==> src/rtl/rainbow_pkg.sv <==
// Shared definitions for the rainbow sequencer: segment codes, duty sources
// and the segment-to-channel source table.
package rainbow_pkg;

  localparam int CNT_W = 25;

  localparam logic [2:0] SEG_R2Y = 3'd0;
  localparam logic [2:0] SEG_Y2G = 3'd1;
  localparam logic [2:0] SEG_G2C = 3'd2;
  localparam logic [2:0] SEG_C2B = 3'd3;
  localparam logic [2:0] SEG_B2M = 3'd4;
  localparam logic [2:0] SEG_M2R = 3'd5;

  typedef enum logic [1:0] {SRC_OFF, SRC_FULL, SRC_RISE, SRC_FALL} duty_src_e;

  typedef struct packed {
    duty_src_e r;
    duty_src_e g;
    duty_src_e b;
  } seg_src_t;

  // Codes 6 and 7 fall through to all-off so a corrupted segment stays dark.
  function automatic seg_src_t segSources(input logic [2:0] seg);
    seg_src_t s;
    s = '{r: SRC_OFF, g: SRC_OFF, b: SRC_OFF};
    case (seg)
      SEG_R2Y: s = '{r: SRC_FULL, g: SRC_RISE, b: SRC_OFF};
      SEG_Y2G: s = '{r: SRC_FALL, g: SRC_FULL, b: SRC_OFF};
      SEG_G2C: s = '{r: SRC_OFF,  g: SRC_FULL, b: SRC_RISE};
      SEG_C2B: s = '{r: SRC_OFF,  g: SRC_FALL, b: SRC_FULL};
      SEG_B2M: s = '{r: SRC_RISE, g: SRC_OFF,  b: SRC_FULL};
      SEG_M2R: s = '{r: SRC_FULL, g: SRC_OFF,  b: SRC_FALL};
      default: s = '{r: SRC_OFF,  g: SRC_OFF,  b: SRC_OFF};
    endcase
    return s;
  endfunction

  function automatic logic [CNT_W-1:0] srcDuty(input duty_src_e src,
                                               input logic [CNT_W-1:0] ramp,
                                               input logic [CNT_W-1:0] period);
    logic [CNT_W-1:0] d;
    case (src)
      SRC_FULL: d = period;
      SRC_RISE: d = ramp;
      SRC_FALL: d = period - ramp;
      default:  d = '0;
    endcase
    return d;
  endfunction

endpackage

==> src/rtl/pwm_channel.sv <==
// One PWM output: latches its duty at the period end and compares it against
// the shared period counter, producing a registered, polarity-adjusted pin.
module pwm_channel
  import rainbow_pkg::*;
#(
  parameter logic ACTIVE_LOW = 1'b1
) (
  input  logic             clk_i,
  input  logic             rst_i,
  input  logic             pend_i,
  input  logic [CNT_W-1:0] cnt_i,
  input  logic [CNT_W-1:0] duty_i,
  output logic             pin_o
);

  logic [CNT_W-1:0] duty_q, duty_d;
  logic             pin_q, pin_d;

  // The compare uses the duty already latched, so a new duty only appears
  // from the first count of the following period.
  always_comb begin
    duty_d = duty_q;
    if (pend_i) duty_d = duty_i;
    pin_d = (cnt_i < duty_q) ^ ACTIVE_LOW;
  end

  always_ff @(posedge clk_i) begin
    if (rst_i) begin
      duty_q <= '0;
      pin_q  <= ACTIVE_LOW;
    end else begin
      duty_q <= duty_d;
      pin_q  <= pin_d;
    end
  end

  assign pin_o = pin_q;

endmodule

==> src/rtl/rainbow_sequencer.sv <==
// Colour-wheel sequencer: shared PWM period counter, ramp step counter and the
// six-segment hue machine feeding three PWM channels.
module rainbow_sequencer
  import rainbow_pkg::*;
#(
  parameter int unsigned PERIOD       = 2400,
  parameter int unsigned STEP_PERIODS = 1,
  parameter logic        ACTIVE_LOW   = 1'b1
) (
  input  logic       CLK,
  input  logic       RST,
  input  logic       EN,
  output logic       LED_R,
  output logic       LED_G,
  output logic       LED_B,
  output logic [2:0] SEG,
  output logic       PERIOD_TICK
);

  localparam logic [CNT_W-1:0] PERIOD_V  = CNT_W'(PERIOD);
  localparam logic [CNT_W-1:0] CNT_LAST  = CNT_W'(PERIOD - 1);
  localparam logic [15:0]      STEP_LAST = 16'(STEP_PERIODS - 1);

  logic [CNT_W-1:0] cnt_q, cnt_d;
  logic [15:0]      step_q, step_d;
  logic [CNT_W-1:0] r_q, r_d;
  logic [2:0]       seg_q, seg_d;
  logic             tick_q, tick_d;

  logic             pend;
  logic             stick;
  seg_src_t         srcs;
  logic [CNT_W-1:0] dutyR, dutyG, dutyB;

  assign pend  = (cnt_q == CNT_LAST);
  assign stick = pend && EN && (step_q == STEP_LAST);

  // Counter, step and hue update; an illegal segment code recovers to red.
  always_comb begin
    cnt_d  = pend ? '0 : cnt_q + 1'b1;
    tick_d = pend;
    step_d = step_q;
    r_d    = r_q;
    seg_d  = seg_q;
    if (pend && EN) step_d = (step_q == STEP_LAST) ? '0 : step_q + 1'b1;
    if (stick) begin
      if (seg_q > SEG_M2R) begin
        seg_d = SEG_R2Y;
        r_d   = '0;
      end else if (r_q == CNT_LAST) begin
        r_d   = '0;
        seg_d = (seg_q == SEG_M2R) ? SEG_R2Y : seg_q + 3'd1;
      end else begin
        r_d = r_q + 1'b1;
      end
    end
  end

  always_ff @(posedge CLK) begin
    if (RST) begin
      cnt_q  <= '0;
      step_q <= '0;
      r_q    <= '0;
      seg_q  <= SEG_R2Y;
      tick_q <= 1'b0;
    end else begin
      cnt_q  <= cnt_d;
      step_q <= step_d;
      r_q    <= r_d;
      seg_q  <= seg_d;
      tick_q <= tick_d;
    end
  end

  assign srcs  = segSources(seg_q);
  assign dutyR = srcDuty(srcs.r, r_q, PERIOD_V);
  assign dutyG = srcDuty(srcs.g, r_q, PERIOD_V);
  assign dutyB = srcDuty(srcs.b, r_q, PERIOD_V);

  pwm_channel #(.ACTIVE_LOW(ACTIVE_LOW)) chanR (
    .clk_i(CLK), .rst_i(RST), .pend_i(pend), .cnt_i(cnt_q), .duty_i(dutyR), .pin_o(LED_R)
  );

  pwm_channel #(.ACTIVE_LOW(ACTIVE_LOW)) chanG (
    .clk_i(CLK), .rst_i(RST), .pend_i(pend), .cnt_i(cnt_q), .duty_i(dutyG), .pin_o(LED_G)
  );

  pwm_channel #(.ACTIVE_LOW(ACTIVE_LOW)) chanB (
    .clk_i(CLK), .rst_i(RST), .pend_i(pend), .cnt_i(cnt_q), .duty_i(dutyB), .pin_o(LED_B)
  );

  assign SEG         = seg_q;
  assign PERIOD_TICK = tick_q;

endmodule
==> config.mk <==
export PLATFORM = sky130hd
export DESIGN_NAME = rainbow_sequencer
export DESIGN_NICKNAME = d
export VERILOG_FILES = /design/src/rtl/rainbow_pkg.sv /design/src/rtl/pwm_channel.sv /design/src/rtl/rainbow_sequencer.sv
export SDC_FILE = /design/constraint.sdc
export NUM_CORES = 1
export LEC_CHECK = 0
export BUFFER_PORTS_ARGS = -buffer_cell sky130_fd_sc_hd__buf_2
export CORE_UTILIZATION = 50
export DETAILED_ROUTE_END_ITERATION = 16
export GPL_TIMING_DRIVEN = 0
export PLACE_DENSITY = 0.64
export SKIP_LAST_GASP = 1
export SYNTH_ARGS = -nofsm -noshare
export SYNTH_HDL_FRONTEND = slang
export SYNTH_SLANG_ARGS = --single-unit
==> constraint.sdc <==
create_clock -name CLK -period 7.9 [get_ports CLK]
set_input_delay 0.395 -clock CLK [delete_from_list [all_inputs] [get_ports CLK]]
set_output_delay 0.395 -clock CLK [all_outputs]
set_load 0.005 [all_outputs]
==> results of run 1 <==
[final timing paths]
check | startpoint | endpoint | cells after the start
min reg2reg | chanB.duty_q[12] | chanB.duty_q[12] | 2
min | chanB.duty_q[12] | chanB.duty_q[12] | 2
max | SEG[2] | chanB.duty_q[15] | 10
max reg2reg | SEG[2] | chanB.duty_q[15] | 10
[routing by layer]
layer	share of wire [%]	global-route usage [%]	up-vias
met5	0	0	-
met1	46	42.6	4204
met3	6.6	5.42	63
met2	44	49.1	342
met4	2.9	11.0	0
li1	-	-	4341
[synthesized netlist by cell type, types with 6 or more instances]
cell,count
a21oi_1,80
a211oi_1,23
o211ai_1,7
a21o_1,15
buf_2,17
o21ai_0,72
ha_1,78
a22oi_1,10
or3_1,15
and3_1,13
inv_1,88
nand2_1,100
a31oi_1,6
xor2_1,36
o311ai_0,8
xnor2_1,23
and2_1,9
nor4_1,8
nor2b_1,8
and4_1,8
o31ai_1,7
clkbuf_1,50
nor2_1,114
nand3_1,24
nor3_1,32
nand4_1,42
dfxtp_1,148
o22ai_1,36
[registers in the layout, summed over array words and instances, names as in the netlist]
name	cells
PERIOD_TICK	1
SEG	3
chanB.duty_q	25
chanB.pin_o	1
chanG.duty_q	25
chanG.pin_o	1
chanR.duty_q	25
chanR.pin_o	1
cnt_q	25
r_q	25
step_q	16
[layout by cell type, fill, tap and decap left out, types with 6 or more instances in the layout]
cell       Yosys  layout
dfxtp_1      148     148
nor2_1       114     114
nand2_1      100     100
inv_1         88      88
a21oi_1       80      80
ha_1          78      78
o21ai_0       72      72
clkbuf_1      50      51
nand4_1       42      42
xor2_1        36      36
o22ai_1       36      36
nor3_1        32      32
buf_2         17      25
nand3_1       24      24
xnor2_1       23      23
a211oi_1      23      23
clkbuf_16      0      17
or3_1         15      15
a21o_1        15      15
and3_1        13      13
a22oi_1       10      10
and2_1         9       9
and4_1         8       8
nor4_1         8       8
o311ai_0       8       8
nor2b_1        8       8
o31ai_1        7       7
o211ai_1       7       7
a31oi_1        6       6
[critical path, stage by stage, from the launching register on]
cell and delay (ns):
dfxtp_1 0.40, clkbuf_1 0.34, buf_1 0.48, inv_1 0.10
ha_1 0.21, clkbuf_1 0.22, a32oi_1 0.93, clkbuf_1 0.55
o21ai_0 0.15, a22oi_1 0.25, o22ai_1 0.10
[logic make-up after synthesis]
kind of cell / synth area share, %
XOR/XNOR: 5.52
flip-flops: 31.6
AND/OR/NAND/NOR: 23.1
buffers and inverters: 6.68
adder cells (fa/ha/maj): 10.4
multiplexers: 0.120
AO/OA/AOI/OAI: 22.5
[where the power goes]
| group | switching, W | internal, W |
|---|---|---|
| clock | 0.000350 | 0.000543 |
| sequential | 0.00000330 | 0.000749 |
| combinational | 0.0000297 | 0.0000117 |
[through the flow]
step | hold slack [ns] | instances | power, W | util (%)
final | 0.472 | 1450 | 0.00169 | 56.9
after global routing | 0.505 | 1450 | 0.00173 | 56.9
after CTS | 0.476 | 1450 | 0.00169 | 56.9
after detailed placement | 0.463 | 1418 | 0.000811 | 53.4
after global placement | 0.451 | 1418 | 0.000810 | 53.4
after floorplan | 0.417 | 1181 | 0.000792 | -
[cell type report]
cell class,instances,area (um^2)
buffer,70,292
clock buffer,19,443
clock inverter,13,196
fill,1746,7810
inverter,89,334
multi-input combinational,874,5780
sequential,148,2960
tap,229,287
timing repair buffer,8,40.0
==> load_flow_metrics.sql, run 1 <==
INSERT INTO impl_metrics (metric_group, metric, value, unit) VALUES
('run_status', 'result_of_the_run', 'complete, but fails checks', ''),
('run_status', 'violations', 'design-rule violations', ''),
('sta', 'setup_total_negative_slack', '0', 'ns'),
('sta', 'finClkSkew', '0.0196', 'ns'),
('logic_synthesis', 'syn-cell-area', '0.00936', 'mm^2'),
('global_routing', 'first_global_vias', '8154', ''),
('clocking', 'clk_root_buffer_cell', 'clkbuf_16', ''),
('clocking', 'clock_sinks', '148', ''),
('clocking', 'post-cts-setup-buffer-count', '0', ''),
('worst_setup_path', 'crit_arrival', '4.18', 'ns'),
('clocking', 'ctsLongestPathBuffers', '2', ''),
('worst_setup_path', 'crit_path_launch_type', 'flop', ''),
('flow_run', 'timing.max_cap.violations', '0', ''),
('sta', 'timing.final.setup_violations', '0', ''),
('sta', 'grt_setup_unrepaired', 'false', ''),
('cells_and_area', 'stdcell_area', '0.0103', 'mm^2'),
('worst_setup_path', 'setup.worst_path.end_class', 'flop', ''),
('power', 'ir_drop', '0.140', 'mV'),
('worst_setup_path', 'critPathKind', 'flop to flop', ''),
('clocking', 'numCtsBuffers', '17', ''),
('logic_synthesis', 'asyncSetResetFlopFracSynth', '0', '%'),
('floorplanning', 'core-area', '0.0181', 'mm^2'),
('worst_setup_path', 'worst_ep_required', '8.18', 'ns'),
('power', 'power_density', '163', 'mW/mm^2'),
('clocking', 'cts.reportedPaths.clkPinSlew', '0.07', 'ns'),
('global_routing', 'grt_util_all_layers', '31.1', '%'),
('sta', 'timing_worst_slew_pin_value', '1.13', 'ns'),
('placed_design', 'postPlaceCellArea', '0.00969', 'mm^2'),
('sta', 'layout_setup_ws', '4.00', 'ns'),
('clocking', 'clk_latency', '0.43', 'ns'),
('routing', 'route.final.wire_length', '29.5', 'mm'),
('floorplanning', 'die_w', '139', 'um'),
('floorplanning', 'initial_core_util', '51.6', '%'),
('logic_synthesis', 'distinct_cell_type_count_of_the_synthesized_netlist', '82', ''),
('routing', 'drt_iter0_markers', '840', ''),
('sta', 'final-hold-violation-count', '0', ''),
('routing', 'drcViolationCount', '2', ''),
('cells_and_area', 'num-nets-final', '1289', ''),
('global_routing', 'pin_count_of_the_biggest_net_entering_global_routing', '17', ''),
('logic_synthesis', 'dominantRegCellSynth', 'dfxtp_1', ''),
('routing', 'drt_first_pass_iters', '13', ''),
('logic_synthesis', 'area_share_of_the_largest_cell_type_after_synthesis', '31.6', '%'),
('sta', 'final_period_minus_worst_setup_slack', '3.90', 'ns'),
('routing', 'route.detailed.vias_per_inst', '6.17', ''),
('floorplanning', 'die_height', '139', 'um'),
('logic_synthesis', 'postSynthRegisterBits', '148', ''),
('floorplanning', 'dieArea', '0.0193', 'mm^2'),
('worst_setup_path', 'crit_path_max_fanout', '10', ''),
('clocking', 'htree_num_levels', '4', ''),
('logic_synthesis', 'post-synth-top-area-cell', 'dfxtp_1', ''),
('sta', 'final-max-slew-violation-count', '0', ''),
('placed_design', 'number_of_port_buffers', '8', ''),
('routing', 'ant_nets', '0', ''),
('global_routing', 'grt_first_pass_wirelength', '46.1', 'mm'),
('sta', 'period_utilisation_layout', '49.3', '%'),
('logic_synthesis', 'ys_seq_area_share', '31.6', '%'),
('clocking', 'post_cts_hold_buffer_count', '0', ''),
('power', 'p_leak', '3.90', 'nW'),
('cells_and_area', 'final_layout_size_suffix_gt1_share', '7.37', '%'),
('logic_synthesis', 'yosysWarningCount', '0', ''),
('logic_synthesis', 'netlist_top_cells_area', 'dfxtp_1, ha_1, nor2_1', ''),
('cells_and_area', 'area_growth', '10.4', '%'),
('logic_synthesis', 'edff_count_synth', '0', ''),
('worst_setup_path', 'worst-r2r-setup-slack', '4.00', 'ns'),
('clocking', 'cts_tree', 'built', ''),
('clocking', 'postCtsResizedCells', '0', ''),
('placed_design', 'globalplace.congestion', '0.974', ''),
('sta', 'fmaxAchievable', '257', 'MHz'),
('placed_design', 'dp_worst_setup_slack', '4.26', 'ns'),
('placed_design', 'detailed_place_hpwl', '22.2', 'mm'),
('floorplanning', 'rows', '49', ''),
('routing', 'detailroute.via_count', '8950', ''),
('floorplanning', 'boundaryPins', '10', ''),
('logic_synthesis', 'syn-mean-instance-area', '7.93', 'um^2'),
('logic_synthesis', 'post_synth_inst_count', '1181', ''),
('logic_synthesis', 'mappedNetlistNets', '1262', ''),
('cells_and_area', 'antenna_cells', '0', ''),
('routing', 'route.detailed.wl_per_inst', '20.3', 'um'),
('min_path', 'worstHoldPathType', 'flop to flop', ''),
('sta', 'slew-limit-headroom', '23.8', '%'),
('global_routing', 'number_of_antenna_violations_at_the_first_check_in_global_routing', '0', ''),
('global_routing', 'overflow_left_after_global_routing', '0', '');
(Power assumes the default switching activity.)
==> inputs of run 2 (changes only) <==
PLACE_DENSITY = 0.67   (was 0.64)
clock period = 3.3 ns   (was 7.9 ns; I/O delays follow)
==> run 2 against run 1 <==
- the run still ends with design-rule violations left
- combinational power up 140%
- global-route usage down 0.55 points
- register-to-register slack worse by 4.0 ns
- clock-buffer cell count shrank 1
- worst hold slack worse by 0.20 ns
- worst setup slack worse by 4.0 ns
- sequential cell count is the same
- critical path depth unchanged
- wire length shrank 0.46%
- largest power group unchanged
==> load_flow_metrics.sql, run 2 (synthesized netlist as in run 1, its figures left out) <==
INSERT INTO impl_metrics (metric_group, metric, value, unit) VALUES
('clocking', 'numCtsBuffers', '17', ''),
('power', 'part_of_the_power_in_registers', '44.6', '%'),
('power', 'power.share.clock', '52.9', '%'),
('sta', 'slew-limit-headroom', '42.8', '%'),
('cells_and_area', 'stdcell_area', '0.0104', 'mm^2'),
('worst_setup_path', 'crit_family', 'buffers and inverters', ''),
('sta', 'fmaxAchievable', '305', 'MHz'),
('floorplanning', 'initial_core_util', '51.6', '%'),
('cells_and_area', 'num-nets-final', '1289', ''),
('placed_design', 'number_of_port_buffers', '8', ''),
('sta', 'timing_worst_slew_pin_value', '0.854', 'ns'),
('flow_run', 'timing.max_cap.violations', '0', ''),
('placed_design', 'globalplace.congestion', '0.958', ''),
('cells_and_area', 'most-common-layout-cells', 'dfxtp_1, nor2_1, nand2_1', ''),
('min_path', 'timing.hold.worst_path_depth', '6', ''),
('sta', 'final_period_minus_worst_setup_slack', '3.28', 'ns'),
('routing', 'drt_first_pass_iters', '12', ''),
('worst_setup_path', 'setup.worst_path.end_class', 'flop', ''),
('clocking', 'htree_num_levels', '4', ''),
('sta', 'final-max-slew-violation-count', '0', ''),
('routing', 'drcViolationCount', '2', ''),
('routing', 'detailroute.via_count', '8954', ''),
('worst_setup_path', 'crit_path_launch_type', 'flop', ''),
('power', 'power_density', '389', 'mW/mm^2'),
('run_status', 'violations', 'design-rule violations', ''),
('routing', 'route.detailed.wl_per_inst', '20.2', 'um'),
('worst_setup_path', 'crit_arrival', '3.55', 'ns'),
('sta', 'layout_setup_ws', '0.0199', 'ns'),
('sta', 'finClkSkew', '0.0140', 'ns'),
('sta', 'timing.final.setup_violations', '0', ''),
('run_status', 'result_of_the_run', 'complete, but fails checks', ''),
('placed_design', 'dp_worst_setup_slack', '-0.272', 'ns'),
('clocking', 'ctsLongestPathBuffers', '2', ''),
('clocking', 'clock_sinks', '148', ''),
('sta', 'grt_setup_unrepaired', 'true', ''),
('cells_and_area', 'num-fill-cells', '1669', ''),
('floorplanning', 'boundaryPins', '10', ''),
('power', 'power.share.combinational', '2.4', '%'),
('placed_design', 'postPlaceCellArea', '0.00969', 'mm^2'),
('worst_setup_path', 'worst_ep_required', '3.57', 'ns'),
('sta', 'final-hold-violation-count', '0', ''),
('global_routing', 'overflow_left_after_global_routing', '0', ''),
('power', 'sw_frac_of_total', '23.1', '%'),
('global_routing', 'grt_first_pass_wirelength', '45.5', 'mm'),
('global_routing', 'first_global_vias', '8271', ''),
('worst_setup_path', 'crit_cells', '10', ''),
('worst_setup_path', 'r2r_cells', '10', ''),
('worst_setup_path', 'ordered_list_of_cells_on_the_worst_path', 'clkbuf_1 -> nand2_1 -> inv_1 -> ha_1 -> clkbuf_1 -> buf_1 -> clkbuf_2 -> a211oi_1 -> a21oi_1 -> o22ai_1', ''),
('worst_setup_path', 'max_stage_delay', '0.53', 'ns'),
('clocking', 'post_cts_hold_buffer_count', '0', ''),
('power', 'switching_power', '0.000933', 'W'),
('routing', 'route.detailed.vias_per_inst', '6.18', ''),
('global_routing', 'grt_util_all_layers', '30.5', '%'),
('cells_and_area', 'finish.utilization', '57.2', '%'),
('floorplanning', 'core-area', '0.0181', 'mm^2'),
('cells_and_area', 'layout_commonest_cell', 'dfxtp_1', ''),
('clocking', 'cts_tree', 'built', ''),
('floorplanning', 'die_w', '139', 'um'),
('power', 'ir_drop', '0.369', 'mV'),
('placed_design', 'detailed_place_hpwl', '22.2', 'mm'),
('floorplanning', 'dieArea', '0.0193', 'mm^2'),
('cells_and_area', 'final_layout_size_suffix_gt1_share', '7.94', '%'),
('worst_setup_path', 'crit_buf_inv', '5', ''),
('worst_setup_path', 'worst_path_max_delay_cell', 'buf_1', ''),
('worst_setup_path', 'critPathKind', 'flop to flop', ''),
('routing', 'drt_iter0_markers', '1174', ''),
('worst_setup_path', 'cp_common_cell', 'clkbuf_1', ''),
('global_routing', 'pin_count_of_the_biggest_net_entering_global_routing', '17', ''),
('clocking', 'clk_root_buffer_cell', 'clkbuf_16', ''),
('cells_and_area', 'area_growth', '10.8', '%'),
('cells_and_area', 'antenna_cells', '0', ''),
('sta', 'period_utilisation_layout', '99.4', '%'),
('sta', 'timing.hold.ws', '0.271', 'ns'),
('power', 'p_leak', '3.91', 'nW'),
('floorplanning', 'die_height', '139', 'um'),
('clocking', 'clk_latency', '0.43', 'ns'),
('power', 'cellInternalPower', '0.00310', 'W'),
('clocking', 'cts.reportedPaths.clkPinSlew', '0.07', 'ns'),
('worst_setup_path', 'crit_path_max_fanout', '10', ''),
('power', 'post-layout-total-power', '0.00403', 'W'),
('min_path', 'worstHoldPathType', 'input pin to flop', ''),
('global_routing', 'number_of_antenna_violations_at_the_first_check_in_global_routing', '0', ''),
('floorplanning', 'rows', '49', ''),
('routing', 'ant_nets', '0', ''),
('routing', 'route.final.wire_length', '29.3', 'mm');
run 2: cell types whose count changed in the layout (fill, tap and decap cells not counted), sizes merged:
cell	change
clkinv	-2
clkbuf	-2
clkinvlp	+2
inv	+1
buf	+1
run 2: tightest hold or removal path, delay by kind of cell:
| kind | cells | cell delay (ns) |
|---|---|---|
| buffers and inverters | 2 | 0.21 |
| XOR/XNOR | 1 | 0.06 |
| AND/OR/NAND/NOR | 3 | 0.24 |
run 2: final cells by class:
type	count	area, um^2	share of cell area (%)
plain buffers	70	295	2.85
clock buffers	18	429	4.14
clock inverters	14	201	1.94
inverters	89	334	3.22
multi-input cells	874	5820	56.1
flip-flops and latches	148	2960	28.6
well taps	229	287	2.76
repair buffers	8	40.0	0.386
run 2: through the flow:
| step | TNS [ns] | instances |
|---|---|---|
| floorplan | 0 | 1181 |
| global placement | -5.90 | 1418 |
| detailed placement | -1.58 | 1418 |
| CTS | 0 | 1450 |
| global route | -0.309 | 1450 |
| finish | 0 | 1450 |
run 2: metal layers:
layer / GRT usage (%) / routed length, um
met5: 0 / 0
met4: 11.1 / 902
met3: 4.97 / 1990
met2: 48.9 / 13100
met1: 41.4 / 13300
run 2: timing repair:
action,CTS,global route
setup endpoints to repair,11,40
buffers inserted,0,0
gates resized for setup,2,13
run 2: power groups by stage:
stage / logic [W] / clock network (W) / registers, W
floorplan: 0.0000588 / 0 / 0.00184
global placement: 0.0000972 / 0 / 0.00184
detailed placement: 0.0000981 / 0 / 0.00184
CTS: 0.0000989 / 0.00214 / 0.00180
global route: 0.000107 / 0.00221 / 0.00180
finish: 0.0000987 / 0.00213 / 0.00180
run 2: worst paths after layout:
kind | startpoint | endpoint | slack (ns)
worst max-delay path | SEG[0] | chanG.duty_q[5] | 0.02
worst min-delay path | EN | step_q[3] | 0.27
worst max register to register | SEG[0] | chanG.duty_q[5] | 0.02
worst min register to register | chanB.duty_q[0] | chanB.duty_q[0] | 0.45
